--- config.mk ---
export PLATFORM = sky130hd
export DESIGN_NAME = scan_mux
export DESIGN_NICKNAME = d
export VERILOG_FILES = /design/src/rtl/scan_mux.sv
export SDC_FILE = /design/constraint.sdc
export NUM_CORES = 1
export LEC_CHECK = 0
export ABC_CLOCK_PERIOD_IN_PS = 2500
export CORE_MARGIN = 10
export CORE_UTILIZATION = 39
export DETAILED_ROUTE_END_ITERATION = 8
export GPL_TIMING_DRIVEN = 0
export PLACE_DENSITY = 0.85
export RECOVER_POWER = 50
export SETUP_SLACK_MARGIN = 0.1
export SLEW_MARGIN = 40
export SYNTH_ARGS = -nofsm -noshare
export SYNTH_HDL_FRONTEND = slang
export SYNTH_SLANG_ARGS = --single-unit
--- constraint.sdc ---
create_clock -name clk -period 2.5 [get_ports clk]
set_clock_uncertainty 0.15 [all_clocks]
set_input_delay 0.5 -clock clk [delete_from_list [all_inputs] [get_ports clk]]
set_output_delay 0.5 -clock clk [all_outputs]
set_load 0.02 [all_outputs]
--- src/rtl/scan_mux.sv ---
// scan_mux: N-channel, WIDTH-bit registered mux with manual select or round-robin scan.
// Latency: one cycle. Inputs sampled at a rising edge are visible on out/out_ch/out_valid after that edge.
// Backpressure: a word is held while out_valid && !out_ready. Loads happen only when !out_valid || out_ready.
//
// Ports:
//   clk, rst      rising-edge clock, synchronous active-high reset
//   in_bus        N packed channels, channel k at in_bus[k*WIDTH +: WIDTH]
//   mode          0 = manual (sel picks the channel), 1 = scan (round-robin from scan_ptr)
//   sel           manual channel select; codes >= N produce no word
//   en_mask       per-channel enable (only when SCAN_MUX_MASK_EN is defined)
//   out, out_ch   registered data and its source channel
//   out_valid     out/out_ch hold a word
//   out_ready     consumer accepts the word this cycle
//
// Build option: define SCAN_MUX_MASK_EN to add en_mask. Masked channels are skipped by the
// scan and invalidate a manual selection. Without it every channel is enabled, and the scan
// becomes a plain increment-with-wrap of scan_ptr.

module scan_mux #(
   parameter int WIDTH = 8,
   parameter int N     = 16,
   parameter int SEL_W = 4
) (
   input  logic                 clk,
   input  logic                 rst,
   input  logic [N*WIDTH-1:0]   in_bus,
   input  logic                 mode,
   input  logic [SEL_W-1:0]     sel,
`ifdef SCAN_MUX_MASK_EN
   input  logic [N-1:0]         en_mask,
`endif
   output logic [WIDTH-1:0]     out,
   output logic [SEL_W-1:0]     out_ch,
   output logic                 out_valid,
   input  logic                 out_ready
);

   // ------------------------------------------------------------------
   // Internal state
   // ------------------------------------------------------------------
   logic [SEL_W-1:0]  scan_ptr;

   // ------------------------------------------------------------------
   // Combinational selection
   // ------------------------------------------------------------------
   logic              load;        // output stage may take a new word
   logic [N-1:0]      en;          // effective channel enables
   logic              man_ok;      // manual select is in range and enabled
   logic              scan_hit;    // at least one enabled channel exists for the scan
   logic [SEL_W-1:0]  scan_ch;     // first enabled channel at or after scan_ptr
   logic [SEL_W-1:0]  pick;        // channel chosen for this load
   logic              pick_ok;     // chosen channel produces a word
   logic [WIDTH-1:0]  pick_dat;    // data of the chosen channel
   logic [SEL_W-1:0]  ptr_nxt;     // scan pointer after a successful scan load

`ifdef SCAN_MUX_MASK_EN
   logic [2*N-1:0]    en_dbl;      // two copies of the mask, rotated so scan_ptr lands on bit 0
   int                scan_off;    // distance from scan_ptr to the first enabled channel
   int                scan_sum;
`endif

   // out_ready reaches only the register enables through this term.
   assign load = !out_valid || out_ready;

`ifdef SCAN_MUX_MASK_EN
   assign en = en_mask;
`else
   assign en = '1;
`endif

   // Manual select. A code >= N matches no channel, so it leaves man_ok low.
   always_comb begin
      man_ok = 1'b0;
      for (int k = 0; k < N; k++) begin
         if (int'(sel) == k) begin
            man_ok = en[k];
         end
      end
   end

`ifdef SCAN_MUX_MASK_EN
   // Circular priority search. Rotating a doubled copy of the mask right by
   // scan_ptr puts the search origin at bit 0. The lowest set bit in the low N
   // bits is then the nearest enabled channel, counting forward with wrap.
   always_comb begin
      en_dbl   = {en, en} >> scan_ptr;
      scan_hit = 1'b0;
      scan_off = 0;
      for (int i = N - 1; i >= 0; i--) begin
         if (en_dbl[i]) begin
            scan_hit = 1'b1;
            scan_off = i;
         end
      end
      scan_sum = int'(scan_ptr) + scan_off;
      if (scan_sum >= N) begin
         scan_sum = scan_sum - N;
      end
      scan_ch = SEL_W'(scan_sum);
   end
`else
   // All channels are enabled. scan_ptr itself is the next channel to emit.
   always_comb begin
      scan_hit = 1'b1;
      scan_ch  = scan_ptr;
   end
`endif

   // Pick the source for this load and fetch its data.
   always_comb begin
      pick     = mode ? scan_ch  : sel;
      pick_ok  = mode ? scan_hit : man_ok;
      pick_dat = '0;
      for (int k = 0; k < N; k++) begin
         if (int'(pick) == k) begin
            pick_dat = in_bus[k*WIDTH +: WIDTH];
         end
      end
   end

   // Advance past the emitted channel. The wrap is explicit at N-1, so codes
   // >= N never reach scan_ptr when N is not a power of two.
   always_comb begin
      if (int'(scan_ch) >= N - 1) begin
         ptr_nxt = '0;
      end else begin
         ptr_nxt = scan_ch + SEL_W'(1);
      end
   end

   // ------------------------------------------------------------------
   // Output stage and scan pointer
   // ------------------------------------------------------------------
   always_ff @(posedge clk) begin
      if (rst) begin
         out       <= '0;
         out_ch    <= '0;
         out_valid <= 1'b0;
         scan_ptr  <= '0;
      end else if (load) begin
         if (pick_ok) begin
            out       <= pick_dat;
            out_ch    <= pick;
            out_valid <= 1'b1;
         end else begin
            // Nothing to emit. The old data and tag stay, but they are marked invalid.
            out_valid <= 1'b0;
         end
         // Manual loads leave the pointer alone, so scanning resumes where it stopped.
         if (mode && scan_hit) begin
            scan_ptr <= ptr_nxt;
         end
      end
   end

endmodule

; ---- Word-level counts from Yosys, hierarchy flattened
; Cells that the tools add are included.
[totals]
output_inout_bits = 13
reg_bits = 17
inputBits = 136
[classes]
n_reduce_logical = 6
magnitude_cmp = 1
n_mux = 36
addsub = 1
n_eq_ne = 30
[op_table]
columns = op, count
row1 = $mux W8, 16
row2 = $eq A4 B4 Y1 const B, 16
row3 = $eq A4 B3 Y1 const B, 8
row4 = $mux W1, 18
row5 = $eq A4 B2 Y1 const B, 4
row6 = $eq A4 B1 Y1 const B, 2
row7 = $logic_not A4 Y1, 2
row8 = $mux W4, 2
row9 = $add A4 B1 Y4 const B, 1
row10 = $ge A4 B4 Y1 const B, 1
row11 = $reduce_and A2 Y1, 2
row12 = $logic_not A1 Y1, 1
row13 = $logic_or A1 B1 Y1, 1

; ---- Longest topological paths before layout
[logic_depth]
depth_word = 19
mapped_depth = 10
ltp_nobuf = 6

; ---- Worst setup path after synthesis
; No wires, ideal clock.
[synth_timing]
path_type = input to register
start = input port mode
end = register out[5]
cell_stages = 8
required_time_ns = 2.229
slack_ns = 0.393
setup_time_ns = 0.121
arrival_ns = 1.835
cell_sequence = buf_6 -> or3b_4 -> and2_1 -> buf_6 -> o21ai_2 -> a22oi_1 -> a221oi_2 -> nor3_2
[synth_between]
elab_chain_cells = 18
[synth_rtl]
columns = element, line_no
row1 = "start, declared", 27  ; input logic mode,
row2 = $mux W4, 111  ; pick = mode ? scan_ch : sel;
row3 = $logic_not A4 Y1, 115  ; if (int'(pick) == k) begin
row4 = $mux W8 (16 in series), 115
row5 = "end signal, assigned", 142  ; out <= pick_dat;
row6 = "end, declared", 32  ; output logic [WIDTH-1:0] out,
; Parallel ways exist; a longest one is shown, timed or not.
; A chain may end at the register's enable or synchronous reset.

; ---- Final worst setup path
[layout_timing]
start = input port mode
end = register out[1]
; Same word-level chain as after synthesis.

==> results.cfg <==
[drt]
via_per_inst = 6.55
drc = 0
via_count = 3799
drt-total-wl_um = 13600
drt.antenna.violating_nets = 0
met3_length_um = 1670
first_iter_violations = 485
wire_per_inst_um = 23.5
wl_met1_um = 5040
top_layer = met4
firstDrtPassIters = 8
wl_met2_um = 6520

[synthesis]
ys_seq_area_frac = 0.136
yosysUniqueCellTypes = 67
ys_warn_count = 0
syn-cell-area_um2 = 2510
async_flop_share = 0
synth_edf_count = 0
ys_top_cells_by_area = dfxtp_1 14%, a21oi_1 7.8%, a22oi_1 4.5%
syn_inst = 339
synth_area_per_cell_um2 = 7.40
synth.top_cell.area_share = 0.136
synth_ff_type = dfxtp_1
synth_top_cell_by_area = dfxtp_1
synth_seq_cells = 17
syn_nets = 476

[cts]
cts.clk_slew.worst_paths_ps = 80
htreeDepth = 1
cts.path.max_buffers = 2
cts_tree = built
cts_root_buffer = clkbuf_8
numCtsBuffers = 3
cts_sinks = 17
worstSkewPairLatency_ps = 270

[cells_and_area]
area_delta_synth_final_pct = 74.1
drive_gt1_frac = 0.173
fin_nets = 641
stdcell_area_um2 = 4370
num_antenna_cells = 0

[worst_setup_path]
path_class = in2reg
cp-end-kind = flip-flop
worstPathRequired_ps = 2550
path_max_fanout = 10
rrSetupSlack_ps = 170
rr_endpoint = out[3]
worstReg2RegStart = scan_ch[0]
start_kind = input port
startpoint = mode
cp.arrival_ps = 2430
rr_worst_depth = 7

[floorplan]
die_w_um = 100
initial_core_util = 0.397
boundaryPins = 149
die-area_um2 = 10000
core_area_um2 = 6310
fp.dieH_um = 100
rows = 29

[timing]
fin_ws_ps = 127
period_share = 0.949
slew_viol_final = 0
rsz0062_at_grt = true
clock.fmax_mhz = 421
slew-limit-headroom = 0.571
hold_viol_final = 0
min_period_ps = 2370
setup_viol = 0
tightest_slew_ps = 643

[grt]
first_global_vias = 3817
antenna_found_initial = 0
grt_usage = 0.250
gr-total-overflow = 0
grt_max_degree = 11
grt_pass1_wl_um = 20500

[placed_design]
place_congestion = 0.964
io_buffers = 148
dpl_cell_area_um2 = 4090
place_ws_ps = -599
dpl.hpwl_um = 10500

[job]
drv_cap = 0

[status]
run_status = complete, no violations

[pwr]
total_power_w = 0.00128
powerDensity_nw_per_um2 = 294
leakage_nw = 1.62
ir_drop_mv = 0.248

[hold_path]
hold_start = out_ch[0]
hold_path_depth = 2
hold_path_end = out_ch[0]
hp-class = reg2reg
-- cells in the mapped netlist (all sizes together), types with 7 or more instances --
cell type  instances
a211oi            10
a21oi             39
a221oi             8
a22oi             15
buf               20
clkbuf             9
dfxtp             17
inv               13
nand2             20
nand3             11
nor2              22
nor3              10
o211ai            12
o21ai             23
o22ai              7
o32ai              8
or3b               9
-- cells by family after synthesis --
group	after synthesis	share of synthesized area
DFF	17	0.136
buffers and inverters	42	0.0943
muxes	1	0.00399
AOI/OAI and AO/OA	173	0.524
xor gates and xnor gates	1	0.00349
adders and majority gates	1	0.00499
and+or+nand+nor	104	0.234
-- per-stage QoR --
step                      cells  setup TNS (ps)  hold slack (ps)   util
after floorplan             339               0              417      -
after global placement      564           -3970              323  0.647
after detailed placement    564           -4480              348  0.647
after CTS                   577               0              370  0.679
after global routing        580               0              396  0.692
final                       580               0              361  0.692
-- cell usage in the layout (no fill, tap or decap), types with 6 or more instances in the layout --
| master | count |
|---|---|
| a211oi_1 | 10 |
| a21o_1 | 6 |
| a21oi_1 | 39 |
| a221oi_1 | 7 |
| a222oi_1 | 6 |
| a22oi_1 | 13 |
| a31oi_1 | 6 |
| buf_4 | 20 |
| buf_6 | 7 |
| clkdlybuf4s50_1 | 129 |
| dfxtp_1 | 17 |
| dlygate4sd3_1 | 14 |
| inv_1 | 13 |
| nand2_1 | 14 |
| nand3_1 | 10 |
| nor2_1 | 20 |
| nor3_1 | 7 |
| o211ai_1 | 10 |
| o21ai_0 | 17 |
-- critical path, cell delays in order --
cell and delay [ps]:
dlygate4sd2_1 280, buf_6 160, buf_6 150, buf_4 180, nand3b_1 170, o21ai_4 130
a222oi_1 540, a2111oi_4 150, nor3_2 170
-- power by group --
part           total [W]  internal (W)  switching [W]
registers       0.000309      0.000294      0.0000154
clock network   0.000228      0.000111       0.000117
logic           0.000745      0.000391       0.000354
-- how the worst max path moves through the flow --
stage | to | slack (ps)
floorplan | out[5] | 390
global placement | out[3] | -560
detailed placement | out[2] | -600
CTS | out[1] | 130
global route | out[6] | 70
finish | out[1] | 130
-- cell type report --
type                            instances  area [um^2]
Clock inverter                          1         5.00
Timing Repair Buffer                  160         1570
Buffer                                 29          205
Multi-Input combinational cell        280         2060
Clock buffer                            3         41.3
Fill cell                             529         1950
Tap cell                               77         96.3
Sequential cell                        17          340
Inverter                               13         48.8
-- per-layer routing --
metal  GRT usage  vias to the layer above
met5           0                        -
met4      0.0609                        0
met3      0.0762                       49
met2       0.422                      312
met1       0.302                     1746
li1            -                     1692
-- timing repair --
action | in CTS | in global routing
cloned | 0 | 0
hold buffers | 0 | 0
setup buffers | 9 | 3
resized for setup | 27 | 17
setup endpoints to repair | 10 | 7
pin swaps | 7 | 8
-- registers in the layout, summed over array words and instances, names as in the netlist --
name	cells
scan_ch	4
out	8
out_valid	1
out_ch	4
(Power assumes the default switching activity.)
